**config.mk**
```make
export PLATFORM = sky130hd
export DESIGN_NAME = fft_bitrev_reader
export DESIGN_NICKNAME = d
export VERILOG_FILES = /design/src/rtl/fft_pkg.sv /design/src/rtl/fft_skid_buf2.sv /design/src/rtl/fft_bitrev_reader.sv
export SDC_FILE = /design/constraint.sdc
export NUM_CORES = 1
export LEC_CHECK = 0
export BUFFER_PORTS_ARGS = -buffer_cell sky130_fd_sc_hd__buf_4
export CAP_MARGIN = 20
export CORE_MARGIN = 2
export CORE_UTILIZATION = 50
export CTS_BUF_LIST = sky130_fd_sc_hd__clkbuf_2 sky130_fd_sc_hd__clkbuf_4 sky130_fd_sc_hd__clkbuf_8
export DETAILED_ROUTE_END_ITERATION = 16
export PLACE_DENSITY_LB_ADDON = 0.12
export REMOVE_ABC_BUFFERS = 1
export SETUP_SLACK_MARGIN = 0.02
export SLEW_MARGIN = 10
export SYNTH_ARGS = -nofsm -noshare
export SYNTH_HDL_FRONTEND = slang
export SYNTH_SLANG_ARGS = --single-unit
```
**constraint.sdc**
```tcl
create_clock -name clk -period 2.8 [get_ports clk]
set_input_delay 0.28 -clock clk [delete_from_list [all_inputs] [get_ports clk]]
set_output_delay 0.28 -clock clk [all_outputs]
set_load 0.03 [all_outputs]
```
**src/rtl/fft_pkg.sv**
```systemverilog
// Shared FFT definitions: transform geometry, bit-reversal helper and reader FSM states.
package fft_pkg;

    localparam int N_POINTS = 32;
    localparam int ADDR_W   = 5;
    localparam int DATA_W   = 32;

    typedef enum logic [1:0] {
        IDLE   = 2'd0,
        STREAM = 2'd1,
        DRAIN  = 2'd2
    } state_t;

    // Reverse the ADDR_W-bit address: natural bin k lives at RAM address bitrev(k).
    function automatic logic [ADDR_W-1:0] bitrev(input logic [ADDR_W-1:0] a);
        logic [ADDR_W-1:0] r;
        for (int i = 0; i < ADDR_W; i++) begin
            r[i] = a[ADDR_W-1-i];
        end
        return r;
    endfunction

endpackage

```
**src/rtl/fft_skid_buf2.sv**
```systemverilog
// Two-entry fall-through FIFO between the RAM read data and the output stream.
// When empty, a word being pushed is presented at the head in the same cycle,
// so a free-flowing stream sees no extra latency.
module fft_skid_buf2 #(
    parameter int WIDTH = 38
) (
    input  logic             clk,
    input  logic             reset,
    input  logic             push,
    input  logic [WIDTH-1:0] push_data,
    input  logic             pop,
    output logic             valid,
    output logic [WIDTH-1:0] head_data,
    output logic [1:0]       count
);

    logic [WIDTH-1:0] mem_q [2];
    logic             wr_ptr_q;
    logic             rd_ptr_q;
    logic [1:0]       count_q;
    logic             bypass;
    logic             store;
    logic             drop;

    assign bypass    = (count_q == 2'd0);
    assign valid     = !bypass || push;
    assign head_data = bypass ? push_data : mem_q[rd_ptr_q];
    // A push consumed directly through the bypass never occupies an entry.
    assign store     = push && !(bypass && pop);
    assign drop      = pop && !bypass;
    assign count     = count_q;

    // Entry storage, ring pointers and occupancy count.
    always_ff @(posedge clk or negedge reset) begin
        if (!reset) begin
            mem_q[0] <= '0;
            mem_q[1] <= '0;
            wr_ptr_q <= 1'b0;
            rd_ptr_q <= 1'b0;
            count_q  <= 2'd0;
        end else begin
            if (store) begin
                mem_q[wr_ptr_q] <= push_data;
                wr_ptr_q        <= ~wr_ptr_q;
            end
            if (drop) begin
                rd_ptr_q <= ~rd_ptr_q;
            end
            case ({store, drop})
                2'b10:   count_q <= count_q + 2'd1;
                2'b01:   count_q <= count_q - 2'd1;
                default: count_q <= count_q;
            endcase
        end
    end

endmodule

```
**src/rtl/fft_bitrev_reader.sv**
```systemverilog
// Reads the finished FFT result RAM in bit-reversed address order and streams
// the bins out in natural order over a valid/ready interface with backpressure.
module fft_bitrev_reader
    import fft_pkg::*;
#(
    parameter int N_POINTS = fft_pkg::N_POINTS,
    parameter int ADDR_W   = fft_pkg::ADDR_W,
    parameter int DATA_W   = fft_pkg::DATA_W
) (
    input  logic              clk,
    input  logic              reset,
    input  logic              start,
    output logic              rd_en,
    output logic [ADDR_W-1:0] rd_addr,
    input  logic [DATA_W-1:0] rd_data,
    output logic              out_valid,
    input  logic              out_ready,
    output logic [DATA_W-1:0] out_data,
    output logic [ADDR_W-1:0] out_index,
    output logic              out_last,
    output logic              busy,
    output logic              done
);

    localparam int                ENTRY_W = DATA_W + ADDR_W + 1;
    localparam logic [ADDR_W-1:0] LAST_K  = ADDR_W'(N_POINTS - 1);

    state_t              state_q;
    state_t              state_d;
    logic [ADDR_W-1:0]   k_q;
    logic [ADDR_W-1:0]   addr_rev;
    logic [ADDR_W-1:0]   last_addr_q;
    logic [ADDR_W-1:0]   flight_index_q;
    logic                flight_q;
    logic                done_q;
    logic [1:0]          buf_count;
    logic [1:0]          credit;
    logic                buf_valid;
    logic                buf_pop;
    logic [ENTRY_W-1:0]  push_entry;
    logic [ENTRY_W-1:0]  head_entry;
    logic                read_fire;
    logic                last_accept;

    // Bit-reverse the natural read counter into the RAM address.
    always_comb begin
        addr_rev = '0;
        for (int i = 0; i < ADDR_W; i++) begin
            addr_rev[i] = k_q[ADDR_W-1-i];
        end
    end

    // Only read when the buffer can absorb every word already requested.
    assign credit      = buf_count + {1'b0, flight_q};
    assign read_fire   = (state_q == STREAM) && (credit < 2'd2);
    assign rd_en       = read_fire;
    assign rd_addr     = read_fire ? addr_rev : last_addr_q;

    assign push_entry  = {rd_data, flight_index_q, (flight_index_q == LAST_K)};
    assign buf_pop     = buf_valid && out_ready;
    assign last_accept = buf_pop && head_entry[0];

    assign out_valid   = buf_valid;
    assign out_data    = buf_valid ? head_entry[ENTRY_W-1 -: DATA_W] : '0;
    assign out_index   = buf_valid ? head_entry[ADDR_W:1] : '0;
    assign out_last    = buf_valid ? head_entry[0] : 1'b0;
    assign busy        = (state_q != IDLE);
    assign done        = done_q;

    fft_skid_buf2 #(
        .WIDTH (ENTRY_W)
    ) u_skid (
        .clk       (clk),
        .reset     (reset),
        .push      (flight_q),
        .push_data (push_entry),
        .pop       (buf_pop),
        .valid     (buf_valid),
        .head_data (head_entry),
        .count     (buf_count)
    );

    // Next-state logic: start is honoured only from IDLE.
    always_comb begin
        state_d = state_q;
        unique case (state_q)
            IDLE:    if (start) state_d = STREAM;
            STREAM:  if (read_fire && (k_q == LAST_K)) state_d = DRAIN;
            DRAIN:   if (last_accept) state_d = IDLE;
            default: state_d = IDLE;
        endcase
    end

    // FSM state register.
    always_ff @(posedge clk or negedge reset) begin
        if (!reset) begin
            state_q <= IDLE;
        end else begin
            state_q <= state_d;
        end
    end

    // Read counter plus tag of the word currently in flight from the RAM.
    always_ff @(posedge clk or negedge reset) begin
        if (!reset) begin
            k_q            <= '0;
            last_addr_q    <= '0;
            flight_q       <= 1'b0;
            flight_index_q <= '0;
        end else begin
            flight_q <= read_fire;
            if (read_fire) begin
                flight_index_q <= k_q;
                last_addr_q    <= addr_rev;
            end
            if (state_d == IDLE) begin
                k_q <= '0;
            end else if (read_fire) begin
                k_q <= k_q + 1'b1;
            end
        end
    end

    // Completion pulse the cycle after the final word is accepted.
    always_ff @(posedge clk or negedge reset) begin
        if (!reset) begin
            done_q <= 1'b0;
        end else begin
            done_q <= last_accept;
        end
    end

endmodule

```
==> flow_summary.ini, run 1 <==
[synth]
ys.warnings.count = 0
ys_types = 34
yosysSeqAreaShare_pct = 52.5
synth-seq-cells = 99
syn_inst = 381
syn_area_per_cell_sq_um = 12.4
syn-cell-area_sq_um = 4720

[global_routing]
grt_pass1_vias = 3146
antenna_found_initial = 0
grt.overflow.total = 0
grt_first_pass_wirelength_mm = 15.4
grt_max_degree = 76
track_usage_pct = 19.1

[clocking]
clock-sinks = 99
cts_hold_buffers = 1
cts_tree = done
cts_made_buffers = 9
cts_setup_buffers = 0
path_clk_slew_ns = 0.10
cts_root_buf = clkbuf_8
cts_max_level = 3
cts_resized = 0
clock_latency_ns = 0.35
clockBufferDepth = 2

[sta]
finalSetupViolations = 0
hold-worst-slack_ns = 0.160
fin_crit_ns = 2.56
fin_ws_ns = 0.239
finalMaxSlewViolations = 0
tightest_slew_ns = 0.680
hold_viol = 0
finClkSkew_ns = 0.00761
slew-limit-headroom_pct = 54.7
fin_crit_sh_pct = 91.5
grt_setup_unrepaired = false
timing.fmax_ghz = 0.391

[floorplanning]
fp.dieH_microns = 101
rows = 35
fp.dieW_microns = 101
die_area_sq_um = 10200
core_area_sq_um = 9200
ios = 83
start_util_pct = 51.3

[finish]
design_area_sq_um = 5700
fillers = 738
drive_gt1_share_pct = 41.6
nNetsFinal = 496
antenna_cells = 0
syn2layout_area_growth_pct = 20.8
regArea_sq_um = 2480
fin_cells = 573
multi_input_area_sq_um = 2090

[placement]
io_buffers = 82
placed_area_sq_um = 5440
gp_congestion = 0.728
hpwl_mm = 5.98
dp_slack_ns = 0.582
dpl.cell_count = 556

[setup_path]
ff2ff_setup_slack_ns = 0.89
start_kind = flop
crit_path_top_delay_cell = dfrtp_1
r2r_end = u_skid.mem_q[6]$_DFFE_PN0P_
r2r_start = u_skid.count[1]$_DFFE_PN0P_
cp-end-kind = primary output
crit_type = reg -> out
worst-path-max-fanout = 18
worstPathArrival_ns = 2.28
cp.required_ns = 2.52
reg2regPathDepth = 3
crit_chain = a21oi_1, o211ai_4, mux2_2, buf_4
max_stage_delay_ns = 0.62

[worst_hold_path]
hold_path_end = u_skid.mem_q[36]$_DFFE_PN0P_
min_from = rd_data[30]
hp-class = in -> reg
whs_path_depth = 2

[run]
cap_viol_max_count = 0

[drt]
totalWireLength_mm = 9.43
drcViolationCount = 0
wire_per_inst_microns = 16.5
vias = 3184
ant_nets = 0
drtIter0Drc = 81
vias_per_cell = 5.56
drt-pass1-iter-count = 4

[run_status]
status = complete, no violations
[flip-flops by register name, indices dropped and copies added (netlist names)]
register,count
u_skid.wr_ptr_q,1
u_skid.mem_q,76
flight_q,1
u_skid.rd_ptr_q,1
flight_index_q,5
k_q,5
last_addr_q,5
u_skid.count,2
done,1
state_q,2
[synthesized netlist by cell type]
| cell type | count | area [sq um] |
|---|---|---|
| o21ai_1 | 1 | 5.00 |
| o21a_1 | 1 | 7.51 |
| or2_2 | 2 | 12.5 |
| dfrtp_1 | 99 | 2480 |
| o311ai_2 | 1 | 16.3 |
| clkbuf_1 | 8 | 30.0 |
| mux2i_1 | 37 | 370 |
| ha_1 | 3 | 37.5 |
| a211oi_1 | 4 | 30.0 |
| o21ai_0 | 37 | 185 |
| a21oi_1 | 8 | 40.0 |
| nand2b_1 | 1 | 6.26 |
| o211ai_4 | 1 | 21.3 |
| nand2_1 | 7 | 26.3 |
| o31ai_4 | 1 | 21.3 |
| o22ai_1 | 2 | 12.5 |
| and2_1 | 1 | 6.26 |
| buf_4 | 1 | 7.51 |
| inv_1 | 6 | 22.5 |
| buf_6 | 5 | 56.3 |
| buf_1 | 5 | 18.8 |
| xor2_1 | 3 | 26.3 |
| xnor2_1 | 3 | 26.3 |
| mux2_2 | 76 | 856 |
| or3_1 | 3 | 18.8 |
| and3_1 | 2 | 12.5 |
| nand3_1 | 33 | 165 |
| buf_2 | 9 | 45.0 |
| nand4_1 | 1 | 6.26 |
| a32o_1 | 1 | 10.0 |
| mux2_1 | 7 | 78.8 |
| nor2b_1 | 4 | 25.0 |
| nand4bb_1 | 1 | 11.3 |
| nor2_1 | 7 | 26.3 |
[layout by cell type, fill, tap and decap left out, drive strengths merged]
| cell type | instances |
|---|---|
| nand4 | 1 |
| mux2 | 83 |
| xor2 | 3 |
| clkinv | 1 |
| o311ai | 1 |
| mux2i | 37 |
| nand4bb | 1 |
| o31ai | 1 |
| o22ai | 2 |
| o21a | 1 |
| nor2 | 7 |
| clkinvlp | 1 |
| xnor2 | 3 |
| nand2 | 7 |
| dfrtp | 99 |
| dlygate4sd3 | 1 |
| o21ai | 38 |
| nor2b | 4 |
| a21oi | 8 |
| and3 | 2 |
| clkbuf | 10 |
| o211ai | 1 |
| nand3 | 33 |
| a32o | 1 |
| or2 | 2 |
| and2 | 1 |
| buf | 92 |
| bufinv | 3 |
| ha | 3 |
| or3 | 3 |
| nand2b | 1 |
| inv | 7 |
| a211oi | 4 |
[cell families (layout without fill, tap and decap cells)]
family	Yosys count	count (layout)	synth area share, %
multiplexers	120	120	27.7
flip-flops	99	99	52.5
AND/OR/NAND/NOR	62	62	6.71
AO/OA/AOI/OAI	57	57	7.40
buffers and inverters	34	115	3.82
XOR/XNOR	6	6	1.11
adder cells (fa/ha/maj)	3	3	0.796
[cell type report]
type                            instances  share of cell area [%]
Clock inverter                          6                    1.95
Sequential cell                        99                    43.5
Timing Repair Buffer                   93                    12.7
Multi-Input combinational cell        248                    36.6
Tap cell                              111                    2.44
Clock buffer                           10                    2.41
Inverter                                6                   0.395
[through the flow]
stage	util (%)	setup TNS, ns
6_report	62.0	0
5_1_grt	62.0	0
4_1_cts	62.0	0
3_5_place_dp	59.2	0
3_3_place_gp	59.2	0
2_1_floorplan	-	-67.93
[layer usage]
layer / vias up / global-route usage, % / part of all wire, %
met3: 10 / 3.17 / 3.5
met5: - / 0 / 0
met1: 1606 / 26.2 / 47
met2: 57 / 31.2 / 49
li1: 1511 / - / -
met4: 0 / 6.34 / 1.3
[how the worst max path moves through the flow]
stage,startpoint,end
2_1_floorplan,u_skid.count[0]$_DFFE_PN0P_,k_q[2]$_DFFE_PN0P_
6_report,u_skid.count[0]$_DFFE_PN0P_,rd_addr[1]
5_1_grt,u_skid.count[0]$_DFFE_PN0P_,rd_addr[3]
3_3_place_gp,u_skid.count[0]$_DFFE_PN0P_,rd_addr[0]
3_5_place_dp,u_skid.count[0]$_DFFE_PN0P_,rd_addr[1]
4_1_cts,u_skid.count[0]$_DFFE_PN0P_,rd_addr[1]
[critical path: cells and delay by family (launching register included)]
kind	cells	cell delay [ns]
compound gates	2	0.73
buf+inv	1	0.17
flops	1	0.62
mux	1	0.41
Power of run 1 is left out: the tool's default activity adds up to more than one toggle a clock period on the data nets, which glitch-free logic cannot reach.
==> inputs of run 2 (changes only) <==
--- a/config.mk
+++ b/config.mk
@@ -11,10 +11,12 @@
 export CORE_UTILIZATION = 50
 export CTS_BUF_LIST = sky130_fd_sc_hd__clkbuf_2 sky130_fd_sc_hd__clkbuf_4 sky130_fd_sc_hd__clkbuf_8
 export DETAILED_ROUTE_END_ITERATION = 16
+export MAX_ROUTING_LAYER = met4
 export PLACE_DENSITY_LB_ADDON = 0.12
 export REMOVE_ABC_BUFFERS = 1
 export SETUP_SLACK_MARGIN = 0.02
 export SLEW_MARGIN = 10
 export SYNTH_ARGS = -nofsm -noshare
 export SYNTH_HDL_FRONTEND = slang
+export SYNTH_HIERARCHICAL = 1
 export SYNTH_SLANG_ARGS = --single-unit
==> run 2 against run 1 <==
- final area up 5.8%
- final cell count up 10%
- sequential share of layout area down 2.4 points
- area after synthesis up 7.3%
- hold slack better by 0.0064 ns
==> flow_summary.ini, run 2 <==
[run_status]
status = complete, no violations

[synth]
ys.warnings.count = 6
ys.flop_type = dfrtp_1
yosysTopAreaCell = dfrtp_1
synth.most_common_cell = dfrtp_1
synth-seq-cells = 99
syn_inst = 416
synthTopCellsByArea = dfrtp_1 (49%), mux2_4 (12%), mux2_2 (10%)
ys_top_cells_by_count = dfrtp_1 (99), mux2_2 (46), nand2_1 (45)
yosysSeqAreaShare_pct = 48.9
synth_top_area_share_pct = 48.9
ys_types = 28
async_reset_ff_share_pct = 100
syn_area_per_cell_sq_um = 12.2
synth_edf_count = 0
syn-cell-area_sq_um = 5060

[clocking]
cts_made_buffers = 9
clock_latency_ns = 0.36
cts_max_level = 3
clock-sinks = 99
cts_resized = 0
cts_setup_buffers = 0
path_clk_slew_ns = 0.10
cts_tree = done
cts_root_buf = clkbuf_8
clockBufferDepth = 2

[global_routing]
grt_pass1_vias = 3322
antenna_found_initial = 0
track_usage_pct = 19.2
grt_first_pass_wirelength_mm = 16.4
grt.overflow.total = 0
grt_max_degree = 77

[setup_path]
crit_path_top_delay_cell = buf_4
worst-path-buf-inv = 2
crit_type = reg -> out
crit_path_frequent_cell = buf_4
start_kind = flop
cp.required_ns = 2.52
r2r_end = k_q[4]$_DFFE_PN0P_
worst-path-max-fanout = 76
crit_end = out_last
max_stage_delay_ns = 0.57
r2r_start = u_skid/count[0]$_DFFE_PN0P_
ff2ff_setup_slack_ns = 0.64
worstPathArrival_ns = 2.23
reg2regPathDepth = 6
cp-end-kind = primary output
worst-path-stages = 5
crit_chain = nor2_4, buf_4, o21ai_0, and2_1, buf_4
critical_path.top_delay_family = buffers and inverters
crit_start = u_skid/count[0]$_DFFE_PN0P_

[finish]
largest_register_ffs = 76
layout_common_cells = dfrtp_1 (98), buf_4 (93), mux2_2 (46)
syn2layout_area_growth_pct = 19.1
final_common_cell = dfrtp_1
antenna_cells = 0
drive_gt1_share_pct = 41.0
design_area_sq_um = 6030
nNetsFinal = 534
top_register = u_skid/mem_q
fin_cells = 633

[drt]
drt-pass1-iter-count = 4
drcViolationCount = 0
vias_per_cell = 5.17
ant_nets = 0
wire_per_inst_microns = 15.4
vias = 3275
drtIter0Drc = 113
totalWireLength_mm = 9.78

[sta]
tightest_slew_ns = 0.679
finalMaxSlewViolations = 0
grt_setup_unrepaired = false
finalSetupViolations = 0
hold_viol = 0
fin_crit_sh_pct = 89.8
fin_crit_ns = 2.51
timing.fmax_ghz = 0.398
finClkSkew_ns = 0.0108
slew-limit-headroom_pct = 54.8

[floorplanning]
die_area_sq_um = 10900
rows = 36
core_area_sq_um = 9820
ios = 83
fp.dieH_microns = 105
fp.dieW_microns = 105
start_util_pct = 51.6

[worst_hold_path]
hp-class = in -> reg
whs_path_depth = 2

[placement]
dpl.cell_count = 616
placed_area_sq_um = 5800
gp_congestion = 0.760
hpwl_mm = 6.20
io_buffers = 82

[run]
cap_viol_max_count = 0
run 2: cell count changes in the layout (fill, tap and decap cells not counted), moves of 5 or more:
cell	before	now
and2_1	1	41
mux2_4	0	40
nand2_1	7	45
mux2_2	76	46
nand3_1	33	7
a21oi_1	8	0
mux2_1	7	0
inv_1	6	1
run 2: cell type report:
| class | count | area (sq um) |
|---|---|---|
| Clock inverter | 4 | 56.3 |
| Inverter | 1 | 3.75 |
| Timing Repair Buffer | 95 | 728 |
| Sequential cell | 99 | 2480 |
| Fill cell | 833 | 3790 |
| Clock buffer | 12 | 165 |
| Multi-Input combinational cell | 289 | 2430 |
| Tap cell | 133 | 166 |
run 2: how the worst min path moves through the flow:
stage	start	to	slack, ns
after floorplan	reset	done$_DFF_PN0_	-0.02
after global placement	reset	u_skid/mem_q[30]$_DFFE_PN0P_	0.24
after detailed placement	reset	u_skid/mem_q[30]$_DFFE_PN0P_	0.24
after CTS	rd_data[20]	u_skid/mem_q[26]$_DFFE_PN0P_	0.14
after global routing	rd_data[1]	u_skid/mem_q[45]$_DFFE_PN0P_	0.14
final	rd_data[25]	u_skid/mem_q[31]$_DFFE_PN0P_	0.17
run 2: timing repair:
item / CTS / global route
hold buffers: 1 / 0
hold endpoints to repair: 29 / 0
setup endpoints to repair: 0 / 0
run 2: per-layer routing:
| layer | GRT usage [%] | share of wire (%) |
|---|---|---|
| met2 | 32.2 | 50 |
| met4 | 4.86 | 0.85 |
| met1 | 24.3 | 46 |
| met5 | - | 0 |
| met3 | 3.37 | 3.1 |
run 2: cell families after synthesis:
kind of cell    Yosys count  synth area share, %
simple gates            109                 11.0
flops                    99                 48.9
buf+inv                  28                 3.46
mux                     127                 30.2
xor+xnor                  5                0.865
compound gates           45                 4.77
fa+ha+maj                 3                0.742
run 2: per-stage QoR:
stage	util [%]	hold WS, ns	setup WS (ns)	TNS [ns]
floorplan	-	-0.0156	-4.28	-403.04
global placement	59.0	0.245	0.688	0
detailed placement	59.0	0.245	0.625	0
CTS	61.4	0.139	0.253	0
global route	61.4	0.144	0.0861	0
finish	61.4	0.166	0.286	0
run 2: worst reg2reg max path, cell delays in order (launching register included):
cell	delay (ns)
dfrtp_1	0.49
nor2_4	0.13
buf_4	0.57
o21ai_0	0.31
a31oi_2	0.35
nand3_1	0.11
o21ai_0	0.15
Power of run 2 is left out for the same reason.
==> inputs of run 3 (changes only) <==
--- a/config.mk
+++ b/config.mk
@@ -8,11 +8,10 @@
 export BUFFER_PORTS_ARGS = -buffer_cell sky130_fd_sc_hd__buf_4
 export CAP_MARGIN = 20
 export CORE_MARGIN = 2
-export CORE_UTILIZATION = 50
+export CORE_UTILIZATION = 42
 export CTS_BUF_LIST = sky130_fd_sc_hd__clkbuf_2 sky130_fd_sc_hd__clkbuf_4 sky130_fd_sc_hd__clkbuf_8
 export DETAILED_ROUTE_END_ITERATION = 16
-export MAX_ROUTING_LAYER = met4
-export PLACE_DENSITY_LB_ADDON = 0.12
+export PLACE_DENSITY = 0.6
 export REMOVE_ABC_BUFFERS = 1
 export SETUP_SLACK_MARGIN = 0.02
 export SLEW_MARGIN = 10
==> run 3 against run 2 <==
- final area shrank 0.56%
- register-to-register slack gained 0.04 ns
- critical path type unchanged
- via count grew 0.27%
- critical path depth shrank 1
- final cell count grew 1.9%
- non-clock buffer count shrank 2
- clock skew grew 0.0062 ns
- routed wire length grew 3.2%
==> flow_summary.ini, run 3 (synthesis results as in run 2) <==
[setup_path]
crit_type = reg -> out
worst-path-stages = 4
cp.required_ns = 2.52
crit_start = u_skid/count[0]$_DFFE_PN0P_
r2r_end = u_skid/mem_q[64]$_DFFE_PN0P_
start_kind = flop
crit_path_top_delay_cell = dfrtp_1
max_stage_delay_ns = 0.50
reg2regPathDepth = 7
crit_end = rd_addr[2]
worst-path-buf-inv = 1
r2r_start = u_skid/count[0]$_DFFE_PN0P_
worst-path-max-fanout = 12
worstPathArrival_ns = 2.14
crit_chain = a21o_1, a21oi_2, mux2_2, buf_4
critical_path.top_delay_family = compound AO/OA/AOI/OAI gates
cp-end-kind = primary output
ff2ff_setup_slack_ns = 0.68

[clocking]
cts_made_buffers = 9
clockBufferDepth = 2
cts_tree = done
cts_root_buf = clkbuf_8
path_clk_slew_ns = 0.11
clock-sinks = 99
cts_setup_buffers = 0
cts_max_level = 3
clock_latency_ns = 0.38

[sta]
hold_viol = 0
finalSetupViolations = 0
grt_setup_unrepaired = false
finalMaxSlewViolations = 0
tightest_slew_ns = 0.699
timing.fmax_ghz = 0.413
fin_crit_ns = 2.42
slew-limit-headroom_pct = 53.4
finClkSkew_ns = 0.0169
tns_ns = 0
fin_crit_sh_pct = 86.5

[run]
cap_viol_max_count = 0

[placement]
io_buffers = 82
hpwl_mm = 6.40
gp_congestion = 0.735
placed_area_sq_um = 5800

[worst_hold_path]
whs_path_depth = 2
hp-class = in -> reg

[drt]
totalWireLength_mm = 10.1
drcViolationCount = 0
vias = 3284
drt-pass1-iter-count = 4
ant_nets = 0
wire_per_inst_microns = 15.6
drtIter0Drc = 170
vias_per_cell = 5.09

[floorplanning]
ios = 83
die_area_sq_um = 12900
core_area_sq_um = 11900
start_util_pct = 42.5
fp.dieH_microns = 114
rows = 40
fp.dieW_microns = 114

[global_routing]
grt.overflow.total = 0
grt_first_pass_wirelength_mm = 17.0
grt_pass1_vias = 3367
grt_max_degree = 77
antenna_found_initial = 0
track_usage_pct = 16.5

[finish]
final_common_cell = dfrtp_1
antenna_cells = 0
top_register = u_skid/mem_q
nNetsFinal = 532
syn2layout_area_growth_pct = 18.4
drive_gt1_share_pct = 40.8
design_area_sq_um = 6000
layout_common_cells = dfrtp_1 (98), buf_4 (90), mux2_2 (46)
largest_register_ffs = 76
final_core_util_pct = 50.3

[run_status]
status = complete, no violations
[run 3: cell count changes in the layout (fill, tap and decap cells not counted)]
cell	change
clkbuf_4	+1
clkinv_4	-2
bufinv_16	-1
inv_8	+1
buf_6	+1
clkbuf_8	-3
clkinvlp_4	+4
buf_4	-3
[run 3: cell type report]
class / instances / area [sq um]
fill: 1105 / 5920
multi-input combinational: 289 / 2430
tap: 147 / 184
clock buffer: 10 / 131
clock inverter: 6 / 50.0
timing repair buffer: 93 / 717
sequential: 99 / 2480
inverter: 1 / 3.75
[run 3: per-stage QoR]
stage	hold WS, ns	setup WS [ns]	std cells
2_1_floorplan	-0.0156	-4.28	389
3_3_place_gp	0.372	0.670	628
3_5_place_dp	0.374	0.570	628
4_1_cts	0.116	0.169	645
5_1_grt	0.120	0.228	645
6_report	0.136	0.378	645
[run 3: how the worst min path moves through the flow]
stage / startpoint / endpoint / slack (ns)
after floorplan: reset / done$_DFF_PN0_ / -0.02
after global placement: reset / u_skid/mem_q[35]$_DFFE_PN0P_ / 0.37
after detailed placement: reset / u_skid/mem_q[73]$_DFFE_PN0P_ / 0.37
after CTS: rd_data[13] / u_skid/mem_q[19]$_DFFE_PN0P_ / 0.12
after global routing: rd_data[12] / u_skid/mem_q[18]$_DFFE_PN0P_ / 0.12
final: rd_data[13] / u_skid/mem_q[19]$_DFFE_PN0P_ / 0.14
[run 3: layer usage]
layer / track usage (%) / vias to the layer above / routed length (microns)
met5: 0 / - / 0
met4: 3.98 / 0 / 97
met3: 4.41 / 9 / 476
met2: 26.2 / 76 / 4660
met1: 22.8 / 1616 / 4850
li1: - / 1583 / -
[run 3: timing repair]
| item | CTS | global route |
|---|---|---|
| resized for setup | 0 | 1 |
| setup endpoints to repair | 0 | 1 |
| hold buffers | 1 | 0 |
| hold endpoints to repair | 53 | 0 |
[run 3: worst register-to-register path, cell delays in order, from the launching register on]
cell and delay [ns]:
dfrtp_1 0.50, nor2_4 0.14, nand2_1 0.08, and2_1 0.19
nor3b_2 0.20, nor3_4 0.14, buf_4 0.35, mux2_2 0.40
Power of run 3 is left out for the same reason.
